$ cat config.mk
export PLATFORM = sky130hd
export DESIGN_NAME = alu_multicycle
export DESIGN_NICKNAME = d
export VERILOG_FILES = /design/src/rtl/alu_pkg.sv /design/src/rtl/mul_shift_add.sv /design/src/rtl/alu_multicycle.sv
export SDC_FILE = /design/constraint.sdc
export NUM_CORES = 1
export LEC_CHECK = 0
export CAP_MARGIN = 20
export CORE_MARGIN = 10
export CORE_UTILIZATION = 45
export DETAILED_ROUTE_END_ITERATION = 12
export PLACE_DENSITY = 0.66
export SLEW_MARGIN = 40
export SYNTH_ARGS = -nofsm -noshare
export SYNTH_HDL_FRONTEND = slang
export SYNTH_HIERARCHICAL = 1
export SYNTH_SLANG_ARGS = --single-unit
$ cat constraint.sdc
create_clock -name clk -period 3.1 [get_ports clk]
set_input_delay 0.775 -clock clk [delete_from_list [all_inputs] [get_ports clk]]
set_output_delay 0.775 -clock clk [all_outputs]
set_load 0.01 [all_outputs]
$ cat src/rtl/alu_pkg.sv
// alu_pkg: op encodings, flag bit indices, illegal-op fill and flag generation shared by alu_multicycle
package alu_pkg;
  typedef enum logic [2:0] {
    OP_AND = 3'b000,
    OP_XOR = 3'b001,
    OP_SUB = 3'b010,
    OP_ADD = 3'b011,
    OP_CMP = 3'b100,
    OP_OR  = 3'b101,
    OP_MUL = 3'b110,
    OP_ILL = 3'b111
  } op_t;
  localparam int FLAG_N = 3;
  localparam int FLAG_Z = 2;
  localparam int FLAG_C = 1;
  localparam int FLAG_V = 0;
  localparam logic ALU_ILLEGAL_RESULT = 1'b1;
  // carry is the raw adder carry-out; for SUB/CMP it comes from a + ~b + 1, so 1 means no borrow
  function automatic logic [3:0] alu_flags(input op_t op, input logic res_msb, input logic res_zero,
                                           input logic carry, input logic a_msb, input logic b_msb);
    logic [3:0] f;
    logic       arith_sub;
    arith_sub = op == OP_SUB || op == OP_CMP;
    f = '0;
    f[FLAG_N] = res_msb;
    f[FLAG_Z] = res_zero;
    f[FLAG_C] = (op == OP_ADD || arith_sub) && carry;
    f[FLAG_V] = op == OP_ADD ? (a_msb == b_msb) && (res_msb != a_msb) :
                arith_sub    ? (a_msb != b_msb) && (res_msb != a_msb) : 1'b0;
    return op == OP_ILL ? 4'b0000 : f;
  endfunction
endpackage

$ cat src/rtl/mul_shift_add.sv
// mul_shift_add: WIDTH-cycle unsigned shift-add multiplier, low WIDTH bits of the product
//   clk, rst_n : clock, async active-low reset (aborts a running multiply)
//   start      : capture a/b and begin
//   done       : high in the last iteration cycle; product is valid alongside it
//   product    : low WIDTH bits of a*b
module mul_shift_add #(
  parameter int WIDTH = 32
) (
  input  logic             clk,
  input  logic             rst_n,
  input  logic             start,
  input  logic [WIDTH-1:0] a,
  input  logic [WIDTH-1:0] b,
  output logic             done,
  output logic [WIDTH-1:0] product
);
  localparam int CW = $clog2(WIDTH);
  logic             r_run;
  logic [CW-1:0]    r_cnt;
  logic [WIDTH-1:0] r_a, r_b, r_acc;
  logic [WIDTH-1:0] w_acc_next;
  assign w_acc_next = r_acc + (r_b[0] ? r_a : '0);
  // product is taken from the final partial sum so the caller can register it on the done edge
  assign done    = r_run && r_cnt == CW'(WIDTH - 1);
  assign product = w_acc_next;
  always_ff @(posedge clk or negedge rst_n) begin
    if (!rst_n) begin
      r_run <= 1'b0;
      r_cnt <= '0;
      r_a   <= '0;
      r_b   <= '0;
      r_acc <= '0;
    end else if (start) begin
      r_run <= 1'b1;
      r_cnt <= '0;
      r_a   <= a;
      r_b   <= b;
      r_acc <= '0;
    end else if (r_run) begin
      r_run <= !done;
      r_cnt <= r_cnt + 1'b1;
      r_a   <= r_a << 1;
      r_b   <= r_b >> 1;
      r_acc <= w_acc_next;
    end
  end
endmodule

$ cat src/rtl/alu_multicycle.sv
// alu_multicycle: valid/ready ALU, single-cycle logic/arith ops and WIDTH-cycle shift-add MUL
//   clk, rst_n          : clock, async active-low reset
//   in_valid/in_ready   : operation handshake; a, b, op captured on accept
//   out_valid/out_ready : result handshake; result, flags {N,Z,C,V}, wr_en held until drained
//   busy                : multiply in progress
module alu_multicycle
  import alu_pkg::*;
#(
  parameter int WIDTH  = 32,
  parameter bit MUL_EN = 1'b1
) (
  input  logic             clk,
  input  logic             rst_n,
  input  logic             in_valid,
  output logic             in_ready,
  input  logic [WIDTH-1:0] a,
  input  logic [WIDTH-1:0] b,
  input  logic [2:0]       op,
  output logic             out_valid,
  input  logic             out_ready,
  output logic [WIDTH-1:0] result,
  output logic [3:0]       flags,
  output logic             wr_en,
  output logic             busy
);
  typedef enum logic [1:0] {S_IDLE = 2'd0, S_MUL = 2'd1, S_DONE = 2'd2} state_t;
  state_t           r_state, w_next;
  op_t              w_op;
  logic             w_is_mul, w_accept, w_mul_done, w_carry;
  logic [WIDTH:0]   w_sum, w_diff;
  logic [WIDTH-1:0] w_res, w_product;
  logic [WIDTH-1:0] r_result;
  logic [3:0]       r_flags;
  logic             r_wr_en;
  // without the multiplier MUL decodes as illegal everywhere downstream
  assign w_op      = (op_t'(op) == OP_MUL && !MUL_EN) ? OP_ILL : op_t'(op);
  assign w_is_mul  = w_op == OP_MUL;
  assign in_ready  = r_state == S_IDLE || (r_state == S_DONE && out_ready);
  assign w_accept  = in_valid && in_ready;
  assign busy      = r_state == S_MUL;
  assign out_valid = r_state == S_DONE;
  assign result    = r_result;
  assign flags     = r_flags;
  assign wr_en     = r_wr_en;
  assign w_sum     = {1'b0, a} + {1'b0, b};
  assign w_diff    = {1'b0, a} + {1'b0, ~b} + 1'b1;
  assign w_carry   = w_op == OP_ADD ? w_sum[WIDTH] : w_diff[WIDTH];
  assign w_res     = w_op == OP_AND ? a & b :
                     w_op == OP_XOR ? a ^ b :
                     w_op == OP_OR  ? a | b :
                     w_op == OP_ADD ? w_sum[WIDTH-1:0] :
                     (w_op == OP_SUB || w_op == OP_CMP) ? w_diff[WIDTH-1:0] :
                     {WIDTH{ALU_ILLEGAL_RESULT}};
  generate
    if (MUL_EN) begin : g_mul
      mul_shift_add #(.WIDTH(WIDTH)) u_mul (
        .clk     (clk),
        .rst_n   (rst_n),
        .start   (w_accept && w_is_mul),
        .a       (a),
        .b       (b),
        .done    (w_mul_done),
        .product (w_product)
      );
    end else begin : g_no_mul
      assign w_mul_done = 1'b0;
      assign w_product  = '0;
    end
  endgenerate
  always_comb begin
    w_next = r_state;
    w_next = r_state == S_MUL ? (w_mul_done ? S_DONE : S_MUL) :
             w_accept ? (w_is_mul ? S_MUL : S_DONE) :
             (r_state == S_DONE && out_ready) ? S_IDLE : r_state;
  end
  always_ff @(posedge clk or negedge rst_n) begin
    if (!rst_n) r_state <= S_IDLE;
    else        r_state <= w_next;
  end
  always_ff @(posedge clk or negedge rst_n) begin
    if (!rst_n) begin
      r_result <= '0;
      r_flags  <= '0;
      r_wr_en  <= 1'b0;
    end else if (w_accept && !w_is_mul) begin
      r_result <= w_res;
      r_flags  <= alu_flags(w_op, w_res[WIDTH-1], w_res == '0, w_carry, a[WIDTH-1], b[WIDTH-1]);
      r_wr_en  <= w_op != OP_CMP && w_op != OP_ILL;
    end else if (w_mul_done) begin
      r_result <= w_product;
      r_flags  <= alu_flags(OP_MUL, w_product[WIDTH-1], w_product == '0, 1'b0, 1'b0, 1'b0);
      r_wr_en  <= 1'b1;
    end
  end
endmodule

==> results of run 1 <==
-- final cells by class --
cell class                 count  area [µm²]  share of cell area, %
timing repair buffer         866        7010                   28.8
multi-input combinational   1511       12200                   50.3
clock buffer                  18         429                   1.76
antenna                        1        2.50                 0.0103
inverter                     107         447                   1.84
sequential                   141        3530                   14.5
clock inverter                14         131                  0.540
tap                          442         553                   2.27
-- per-layer routing --
layer | wire length [µm] | share of wire [%] | vias up
met3 | 5350 | 7.5 | 191
met2 | 32800 | 46 | 825
met5 | 13 | 0.018 | -
met4 | 2710 | 3.8 | 2
li1 | - | - | 8378
met1 | 30000 | 42 | 8992
-- path summary, 6_finish.rpt --
kind                       slack, ps                     to                  start
setup / recovery                -680               flags[2]     g_mul.u_mul/r_b[0]
hold / removal                   300   g_mul.u_mul/r_acc[5]                  rst_n
setup reg to reg                -680               flags[2]     g_mul.u_mul/r_b[0]
hold reg to reg                  490  g_mul.u_mul/r_acc[21]  g_mul.u_mul/r_acc[21]
max in group asynchronous       2020    g_mul.u_mul/r_b[20]                  rst_n
min in group clk                 490  g_mul.u_mul/r_acc[21]  g_mul.u_mul/r_acc[21]
-- sequential cells by signal, indices dropped and copies added (netlist names) --
name	flops
flags	4
g_mul.u_mul/r_acc	32
g_mul.u_mul/r_cnt	5
result	32
g_mul.u_mul/r_b	32
g_mul.u_mul/r_run	1
g_mul.u_mul/r_a	32
wr_en	1
r_state	2
-- power by group through the flow --
stage	combinational (mW)	sequential, mW	clock, mW
2_1_floorplan	5.53	3.20	0
3_3_place_gp	10.9	3.22	0
3_5_place_dp	11.1	3.25	0
4_1_cts	11.7	3.24	2.12
5_1_grt	13.8	3.37	2.19
6_report	12.9	3.30	2.11
-- placed cells by master (no fill, tap or decap), drive strengths merged, types with 8 or more instances in the layout --
cell type        n
buf            777
nand2          180
o21ai          179
a21oi          146
nor2           142
dfrtp          141
ha             129
mux2i          121
inv            112
clkdlybuf4s50   58
and2            44
nor3            43
clkbuf          42
a211oi          36
nor2b           32
xnor2           32
nand4           30
a21o            30
nand3           25
xor2            22
o21a            22
o31ai           19
nor4            18
o211ai          17
nand2b          15
a22o            14
a31oi           14
a221oi          14
or3             12
o21bai          11
a22oi           11
a2111oi          9
or2              8
-- repair_timing --
item                                    4_1_cts  5_1_grt
endpoints found under the setup margin       35       37
buffers inserted                             64       36
hold buffers                                  0        0
resized for setup                           360      221
pin swaps                                   113      104
-- through the flow --
| stage | setup TNS (ps) | util, % | area [µm²] | worst slack [ps] |
|---|---|---|---|---|
| after global placement | -35030 | 66.0 | 21500 | -1490 |
| final | -3810 | 74.6 | 24300 | -678 |
| after CTS | -3500 | 72.3 | 23600 | -634 |
| after floorplan | -786 | - | 15200 | -342 |
| after detailed placement | -36610 | 66.0 | 21500 | -1500 |
| after global routing | -5820 | 74.6 | 24300 | -751 |
-- synthesized netlist by cell type (7+ instances only) --
| library cell | number |
|---|---|
| sky130_fd_sc_hd__nand3_1 | 24 |
| sky130_fd_sc_hd__xor2_1 | 22 |
| sky130_fd_sc_hd__nor2b_1 | 32 |
| sky130_fd_sc_hd__a22oi_1 | 11 |
| sky130_fd_sc_hd__o21a_1 | 22 |
| sky130_fd_sc_hd__inv_1 | 98 |
| sky130_fd_sc_hd__and2_1 | 42 |
| sky130_fd_sc_hd__xnor2_1 | 32 |
| sky130_fd_sc_hd__a211oi_1 | 32 |
| sky130_fd_sc_hd__a2111oi_0 | 7 |
| sky130_fd_sc_hd__buf_1 | 10 |
| sky130_fd_sc_hd__o21ai_0 | 166 |
| sky130_fd_sc_hd__clkbuf_1 | 72 |
| sky130_fd_sc_hd__ha_1 | 129 |
| sky130_fd_sc_hd__dfrtp_1 | 141 |
| sky130_fd_sc_hd__a221oi_1 | 12 |
| sky130_fd_sc_hd__nor3_1 | 43 |
| sky130_fd_sc_hd__o21bai_1 | 11 |
| sky130_fd_sc_hd__a31oi_1 | 14 |
| sky130_fd_sc_hd__nor4_1 | 15 |
| sky130_fd_sc_hd__o211ai_1 | 16 |
| sky130_fd_sc_hd__clkbuf_8 | 8 |
| sky130_fd_sc_hd__or3_1 | 11 |
| sky130_fd_sc_hd__a21oi_1 | 141 |
| sky130_fd_sc_hd__a21o_1 | 28 |
| sky130_fd_sc_hd__o31ai_1 | 18 |
| sky130_fd_sc_hd__a22o_1 | 14 |
| sky130_fd_sc_hd__nand4_1 | 30 |
| sky130_fd_sc_hd__mux2i_1 | 121 |
| sky130_fd_sc_hd__nor2_1 | 140 |
| sky130_fd_sc_hd__o21ai_1 | 10 |
| sky130_fd_sc_hd__o221ai_1 | 7 |
| sky130_fd_sc_hd__inv_2 | 8 |
| sky130_fd_sc_hd__nand2_1 | 180 |
| sky130_fd_sc_hd__nand2b_1 | 15 |
| sky130_fd_sc_hd__buf_2 | 19 |
-- kinds of logic (layout without fill, tap and decap cells) --
group / Yosys count / after routing / share of synthesized area [%]
AO/OA/AOI/OAI: 621 / 621 / 28.2
XOR/XNOR: 54 / 54 / 3.17
adder cells (fa/ha/maj): 132 / 132 / 11.2
buffers and inverters: 221 / 1005 / 6.47
flip-flops: 141 / 141 / 23.6
multiplexers: 124 / 124 / 8.33
other: 0 / 1 / 0
AND/OR/NAND/NOR: 580 / 580 / 19.0
==> impl_summary.log, run 1 <==
[metrics] status: complete, but fails checks
[metrics] violations in the final reports: setup timing
[metrics] final hold violation count: 0
[metrics] internal portion of total power: 10.3 mW
[metrics] area growth from synthesis to layout: 62.9%
[metrics] Clock Sink Count: 141
[metrics] number of cells on the worst reg-to-reg path: 18
[metrics] fill cell total of the finished layout: 2,456
[metrics] stage delay of the slowest cell on the critical path: 450 ps
[metrics] number of distinct standard cells referenced by the synthesized netlist: 109
[metrics] pin count of the biggest net entering global routing: 60
[metrics] Die Outline Area: 40,900 µm²
[metrics] combinational group share of total power: 70.5%
[metrics] half-perimeter wire length after placement: 53,900 µm
[metrics] LEAKAGE: 11.0 nW
[metrics] met1 Track Usage GR: 42.8%
[metrics] final setup skew: 28.7 ps
[metrics] insertion delay to the later sink of the worst-skew pair: 470 ps
[metrics] clock-pin slew of the registers on the worst-case setup and hold paths: 100 ps
[metrics] count of buffer and inverter cells on the critical path: 4
[metrics] area inside the core boundary: 32,600 µm²
[metrics] overall overflow remaining after global route: 0
[metrics] slew margin rel.: 42.9%
[metrics] global-route usage over all layers: 32.7%
[metrics] kind of end point of the critical path: flop
[metrics] Seq cells post-synth: 141
[metrics] Sw Ratio: 43.9%
[metrics] antenna-violating nets left: 0
[metrics] final worst setup slack: -678 ps
[metrics] busiest grt layer: met2
[metrics] HP Class: primary input to asynchronous set/reset pin
[metrics] vias in the first global route: 18,148
[metrics] unrepaired setup endpoints after global routing: true
[metrics] share of the synthesized area in the top cell type: 23.6%
[metrics] Crit path arrival time: 4180 ps
[metrics] sequential group share of total power: 18.0%
[metrics] Die X-Extent: 202 µm
[metrics] leading register cell type out of synthesis: sky130_fd_sc_hd__dfrtp_1
[metrics] required time worst endpoint: 3510 ps
[metrics] Iteration-0 DRC Markers: 1,769
[metrics] count of buffers from port buffering: 110
[metrics] crit share post-route: 122%
[metrics] post-route DRC violation count: 0
[metrics] Top Ports: 111
[metrics] Die Height: 202 µm
[metrics] Crit. path cell count: 18
[metrics] worst-path maximum fanout: 4
[metrics] number of flops mapped to enable cells by yosys: 0
[metrics] part of the Yosys area used for sequential elements: 23.6%
[metrics] row count: 66
[metrics] synthesized net count: 2,076
[metrics] TritonCTS clock tree: done
[metrics] first-pass GRT wire length: 105,000 µm
[metrics] crit-path leading delay family: compound AO/OA/AOI/OAI gates
[metrics] fmax: 0.265 GHz
[metrics] critical setup path kind: flop to flop
[metrics] antenna violations before repair: 3
[metrics] NumNets Final: 2,847
[metrics] via count: 18,388
[metrics] post-detailed-route wirelength per cell: 22.9 µm
[metrics] number of setup violations in the final report: 22
[metrics] share of flip-flops with an asynchronous set or reset: 100%
[metrics] H-tree levels: 4
[metrics] gate count of the mapped netlist: 1,873
[metrics] final-layout worst hold slack: 303 ps
[metrics] power per unit of standard cell area: 753 nW/µm²
[metrics] transition time at the pin with the least slew margin: 857 ps
[metrics] Final Critical Period: 3780 ps
[metrics] clock root buffer: sky130_fd_sc_hd__clkbuf_16
[metrics] crit path max-delay cell type: sky130_fd_sc_hd__dfrtp_2
[metrics] Startpoint Class: flop
[metrics] total of warnings raised by yosys: 6
[metrics] crit-path most repeated cell: sky130_fd_sc_hd__buf_4
[metrics] cells taking the most area after synthesis: sky130_fd_sc_hd__dfrtp_1, sky130_fd_sc_hd__ha_1, sky130_fd_sc_hd__mux2i_1
[metrics] Power Total: 18.3 mW
[metrics] net switching component of the power: 8.04 mW
[metrics] worst-path cell chain: and2_4 -> ha_4 -> fa_2 -> a21o_1 -> a221o_1 -> a22o_4 -> buf_4 -> a22oi_2 -> buf_4 -> o21ai_0 -> xor2_1 -> nor4_4 -> buf_4 -> nand4_1 -> o21ai_1 -> buf_4 -> nand2_2 -> a21oi_2
[metrics] fraction of final layout cells sized beyond drive strength 1: 44.3%
[metrics] total wire length after detailed routing: 70,900 µm
[metrics] initial standard-cell utilization of the core: 45.8%
[metrics] total instance count after detailed placement: 2,988
[metrics] final-report max-slew violation count: 0
[metrics] number of clock buffers inserted by TritonCTS: 17
[metrics] Synth Cell Area: 14,900 µm²
[metrics] clock power share: 11.5%
[metrics] highest ir drop seen on vdd: 0.694 mV
[metrics] syn_area_per_cell: 7.98 µm²
[metrics] max cap viols: 0
[metrics] met3 layer usage reported by global route: 6.01%
[metrics] vias per cell: 5.93
[metrics] clock tree buffer depth: 2
[metrics] final weighted congestion in routability-driven placement: 1.05
[metrics] drt pass-1 iters: 8
[metrics] filler-free cell count of the finished design: 3,100
[metrics] grt met2 use: 53.2%
[metrics] cell type contributing the most total cell area after synthesis: sky130_fd_sc_hd__dfrtp_1
Power figures use the tool's default switching activity.
==> run 2: changes to the inputs <==
--- a/config.mk
+++ b/config.mk
@@ -6,10 +6,13 @@
 export NUM_CORES = 1
 export LEC_CHECK = 0
 export CAP_MARGIN = 20
+export CELL_PAD_IN_SITES_DETAIL_PLACEMENT = 2
+export CELL_PAD_IN_SITES_GLOBAL_PLACEMENT = 2
 export CORE_MARGIN = 10
-export CORE_UTILIZATION = 45
+export CORE_UTILIZATION = 33
+export CTS_CLUSTER_DIAMETER = 50
 export DETAILED_ROUTE_END_ITERATION = 12
-export PLACE_DENSITY = 0.66
+export PLACE_DENSITY_LB_ADDON = 0.1
 export SLEW_MARGIN = 40
 export SYNTH_ARGS = -nofsm -noshare
 export SYNTH_HDL_FRONTEND = slang
==> impl_summary.log, run 2 <==
[metrics] number of flops mapped to enable cells by yosys: 0
[metrics] Die Height: 233 µm
[metrics] Clock Sink Count: 141
[metrics] post-cts gate resize count: 517
[metrics] share of the synthesized area in the top cell type: 23.6%
[metrics] Post CTS Setup Buffer Count: 85
[metrics] Die X-Extent: 233 µm
[metrics] cell type contributing the most total cell area after synthesis: sky130_fd_sc_hd__dfrtp_1
[metrics] row count: 77
[metrics] count of buffers from port buffering: 110
[metrics] syn_area_per_cell: 7.98 µm²
[metrics] share of flip-flops with an asynchronous set or reset: 100%
[metrics] CTS Hold Bufs: 0
[metrics] Synth Cell Area: 14,900 µm²
[metrics] half-perimeter wire length after placement: 72,000 µm
[metrics] gate count of the mapped netlist: 1,873
[metrics] clock root buffer: sky130_fd_sc_hd__clkbuf_16
[metrics] clock tree buffer depth: 2
[metrics] Seq cells post-synth: 141
[metrics] Top Ports: 111
[metrics] leading register cell type out of synthesis: sky130_fd_sc_hd__dfrtp_1
[metrics] step where the flow halted: 4_1_cts
[metrics] H-tree levels: 4
[metrics] number of clock buffers inserted by TritonCTS: 17
[metrics] initial standard-cell utilization of the core: 33.6%
[metrics] most common library cells after synthesis: sky130_fd_sc_hd__nand2_1, sky130_fd_sc_hd__o21ai_0, sky130_fd_sc_hd__a21oi_1, sky130_fd_sc_hd__dfrtp_1, sky130_fd_sc_hd__nor2_1
[metrics] Post-Place Setup Slack: -1610 ps
[metrics] status: did not finish
[metrics] total of warnings raised by yosys: 6
[metrics] library cell with the highest instance count after synthesis: sky130_fd_sc_hd__nand2_1
[metrics] synthesized net count: 2,076
[metrics] part of the Yosys area used for sequential elements: 23.6%
[metrics] final weighted congestion in routability-driven placement: 0.991
[metrics] error text reported by the tool: [ERROR DPL-0033] detailed placement checks failed during check placement.
[metrics] cells taking the most area after synthesis: sky130_fd_sc_hd__dfrtp_1, sky130_fd_sc_hd__ha_1, sky130_fd_sc_hd__mux2i_1
[metrics] number of distinct standard cells referenced by the synthesized netlist: 109
## run 2: metrics by stage
| step | instances | util [%] | instance area, µm² | setup TNS, ps | hold WS (ps) |
|---|---|---|---|---|---|
| 3_5_place_dp | 3140 | 48.8 | 21700 | -52690 | 516 |
| 3_3_place_gp | 3140 | 48.8 | 21700 | -38270 | 473 |
| 2_1_floorplan | 1873 | - | 15200 | -786 | 456 |
## run 2: cells by family after synthesis
group / share of synthesized area (%)
multiplexers: 8.33
XOR/XNOR: 3.17
AO/OA/AOI/OAI: 28.2
buffers and inverters: 6.47
adder cells (fa/ha/maj): 11.2
flip-flops: 23.6
AND/OR/NAND/NOR: 19.0
==> run 3: changes to the inputs <==
--- a/config.mk
+++ b/config.mk
@@ -6,13 +6,10 @@
 export NUM_CORES = 1
 export LEC_CHECK = 0
 export CAP_MARGIN = 20
-export CELL_PAD_IN_SITES_DETAIL_PLACEMENT = 2
-export CELL_PAD_IN_SITES_GLOBAL_PLACEMENT = 2
 export CORE_MARGIN = 10
-export CORE_UTILIZATION = 33
-export CTS_CLUSTER_DIAMETER = 50
+export CORE_UTILIZATION = 30
 export DETAILED_ROUTE_END_ITERATION = 12
-export PLACE_DENSITY_LB_ADDON = 0.1
+export PLACE_DENSITY_LB_ADDON = 0.15
 export SLEW_MARGIN = 40
 export SYNTH_ARGS = -nofsm -noshare
 export SYNTH_HDL_FRONTEND = slang
==> constraint.sdc (replaced) <==
create_clock -name clk -period 4.03 [get_ports clk]
set_input_delay 1.0075 -clock clk [delete_from_list [all_inputs] [get_ports clk]]
set_output_delay 1.0075 -clock clk [all_outputs]
set_load 0.01 [all_outputs]
==> impl_summary.log, run 3 (synthesis results as in run 1) <==
[metrics] power per unit of standard cell area: 540 nW/µm²
[metrics] sequential group share of total power: 21.7%
[metrics] vias per cell: 5.39
[metrics] crit-path most repeated cell: sky130_fd_sc_hd__buf_4
[metrics] Die Outline Area: 59,100 µm²
[metrics] Top Ports: 111
[metrics] combinational group share of total power: 62.0%
[metrics] antenna-violating nets left: 0
[metrics] final-report max-slew violation count: 0
[metrics] clock root buffer: sky130_fd_sc_hd__clkbuf_16
[metrics] insertion delay to the later sink of the worst-skew pair: 490 ps
[metrics] area inside the core boundary: 49,100 µm²
[metrics] Crit path arrival time: 4420 ps
[metrics] initial standard-cell utilization of the core: 30.5%
[metrics] global-route usage over all layers: 22.6%
[metrics] leading cell types in the layout, fill and taps excluded: sky130_fd_sc_hd__buf_4, sky130_fd_sc_hd__nand2_1, sky130_fd_sc_hd__o21ai_0
[metrics] first-pass GRT wire length: 102,000 µm
[metrics] Die Height: 243 µm
[metrics] LEAKAGE: 9.60 nW
[metrics] fmax: 0.249 GHz
[metrics] TritonCTS clock tree: done
[metrics] Die X-Extent: 243 µm
[metrics] number of setup violations in the final report: 0
[metrics] stage delay of the slowest cell on the critical path: 460 ps
[metrics] H-tree levels: 4
[metrics] total wire length after detailed routing: 68,100 µm
[metrics] count of buffers from port buffering: 110
[metrics] HP Class: flop to flop
[metrics] most common library cell in the layout ignoring fill and taps: sky130_fd_sc_hd__buf_4
[metrics] crit path max-delay cell type: sky130_fd_sc_hd__or4_1
[metrics] post-route DRC violation count: 0
[metrics] overall overflow remaining after global route: 0
[metrics] status: finished clean
[metrics] post-detailed-route wirelength per cell: 22.3 µm
[metrics] kind of end point of the critical path: flop
[metrics] Post-Place Setup Slack: -931 ps
[metrics] NumNets Final: 2,578
[metrics] number of clock buffers inserted by TritonCTS: 17
[metrics] half-perimeter wire length after placement: 55,000 µm
[metrics] via count: 16,434
[metrics] Clock Sink Count: 141
[metrics] vias in the first global route: 16,566
[metrics] antenna violations before repair: 2
[metrics] transition time at the pin with the least slew margin: 756 ps
[metrics] final-layout worst hold slack: 493 ps
[metrics] unrepaired setup endpoints after global routing: true
[metrics] final weighted congestion in routability-driven placement: 0.979
[metrics] max cap viols: 0
[metrics] critical setup path kind: primary input to flop
[metrics] final setup skew: 21.2 ps
[metrics] final hold violation count: 0
[metrics] drt pass-1 iters: 5
[metrics] clock tree buffer depth: 2
[metrics] required time worst endpoint: 4430 ps
[metrics] row count: 81
[metrics] net switching component of the power: 5.25 mW
[metrics] highest ir drop seen on vdd: 0.320 mV
[metrics] clock-pin slew of the registers on the worst-case setup and hold paths: 60 ps
[metrics] internal portion of total power: 6.41 mW
[metrics] final worst setup slack: 9.01 ps
[metrics] number of diodes: 0
[metrics] clock power share: 16.3%
[metrics] Sw Ratio: 45.0%
[metrics] Iteration-0 DRC Markers: 1,310
[metrics] Startpoint Class: primary input
[metrics] Final Critical Period: 4020 ps
[metrics] fill cell total of the finished layout: 5,052
[metrics] crit share post-route: 99.8%
[metrics] area growth from synthesis to layout: 44.6%
[metrics] pin count of the biggest net entering global routing: 75
[metrics] worst-path cell chain: dlygate4sd2_1 -> buf_4 -> ha_2 -> fa_2 -> a211oi_4 -> o41ai_4 -> a211oi_2 -> buf_4 -> nor2b_1 -> or4_1 -> a32oi_1 -> a21o_1 -> o211ai_4 -> nor4b_4 -> nand4_1 -> a21oi_2
[metrics] worst-path maximum fanout: 4
[metrics] fraction of final layout cells sized beyond drive strength 1: 29.5%
[metrics] slew margin rel.: 49.6%
-- run 3: metal layers --
layer	GRT usage (%)	vias to the layer above	share of wire [%]
li1	-	7839	-
met1	30.6	7998	47
met2	35.7	493	45
met3	3.55	104	5.3
met4	7.50	0	2.8
met5	0	-	0
-- run 3: critical path, delay by kind of cell --
family	cells	cell delay, ps
fa+ha+maj	2	550
simple gates	4	920
compound gates	7	1360
buf+inv	3	570
-- run 3: final timing paths --
| path | start | end | slack [ps] | cells after the start |
|---|---|---|---|---|
| hold / removal | g_mul.u_mul/r_acc[21] | g_mul.u_mul/r_acc[21] | 490 | 1 |
| max in group asynchronous | rst_n | flags[3] | 2680 | 2 |
| setup / recovery | a[0] | flags[2] | 9 | 16 |
| min in group asynchronous | rst_n | g_mul.u_mul/r_acc[1] | 570 | 1 |
| setup reg to reg | g_mul.u_mul/r_b[0] | flags[2] | 80 | 15 |
| hold reg to reg | g_mul.u_mul/r_acc[21] | g_mul.u_mul/r_acc[21] | 490 | 1 |
-- run 3: through the flow --
stage	total power, mW	instance area (µm²)	TNS [ps]	utilization (%)	cells
2_1_floorplan	6.67	14900	0	-	1873
3_3_place_gp	9.47	19900	-11880	40.5	2996
3_5_place_dp	9.52	19900	-12420	40.5	2996
4_1_cts	11.6	21000	0	42.9	3035
5_1_grt	12.5	21600	-129	44.0	3051
6_report	11.7	21600	0	44.0	3051
-- run 3: power by group through the flow --
stage,registers (mW),logic (mW),clock network (mW)
floorplan,2.46,4.21,0
global placement,2.54,6.93,0
detailed placement,2.55,6.97,0
CTS,2.54,7.09,1.96
global route,2.62,7.91,1.99
finish,2.53,7.24,1.90
-- run 3: what timing repair did --
item	4_1_cts	5_1_grt
pin swaps	30	47
hold buffers	0	0
setup endpoints to repair	10	9
resized for setup	86	93
setup buffers	8	16
-- run 3: cell type report --
cell class	count	area (µm²)	area share, %
multi-input cells	1511	11300	52.3
repair buffers	597	4880	22.6
flip-flops and latches	141	3530	16.4
well taps	664	831	3.85
clock buffers	19	443	2.05
inverters	107	407	1.88
clock inverters	12	208	0.962
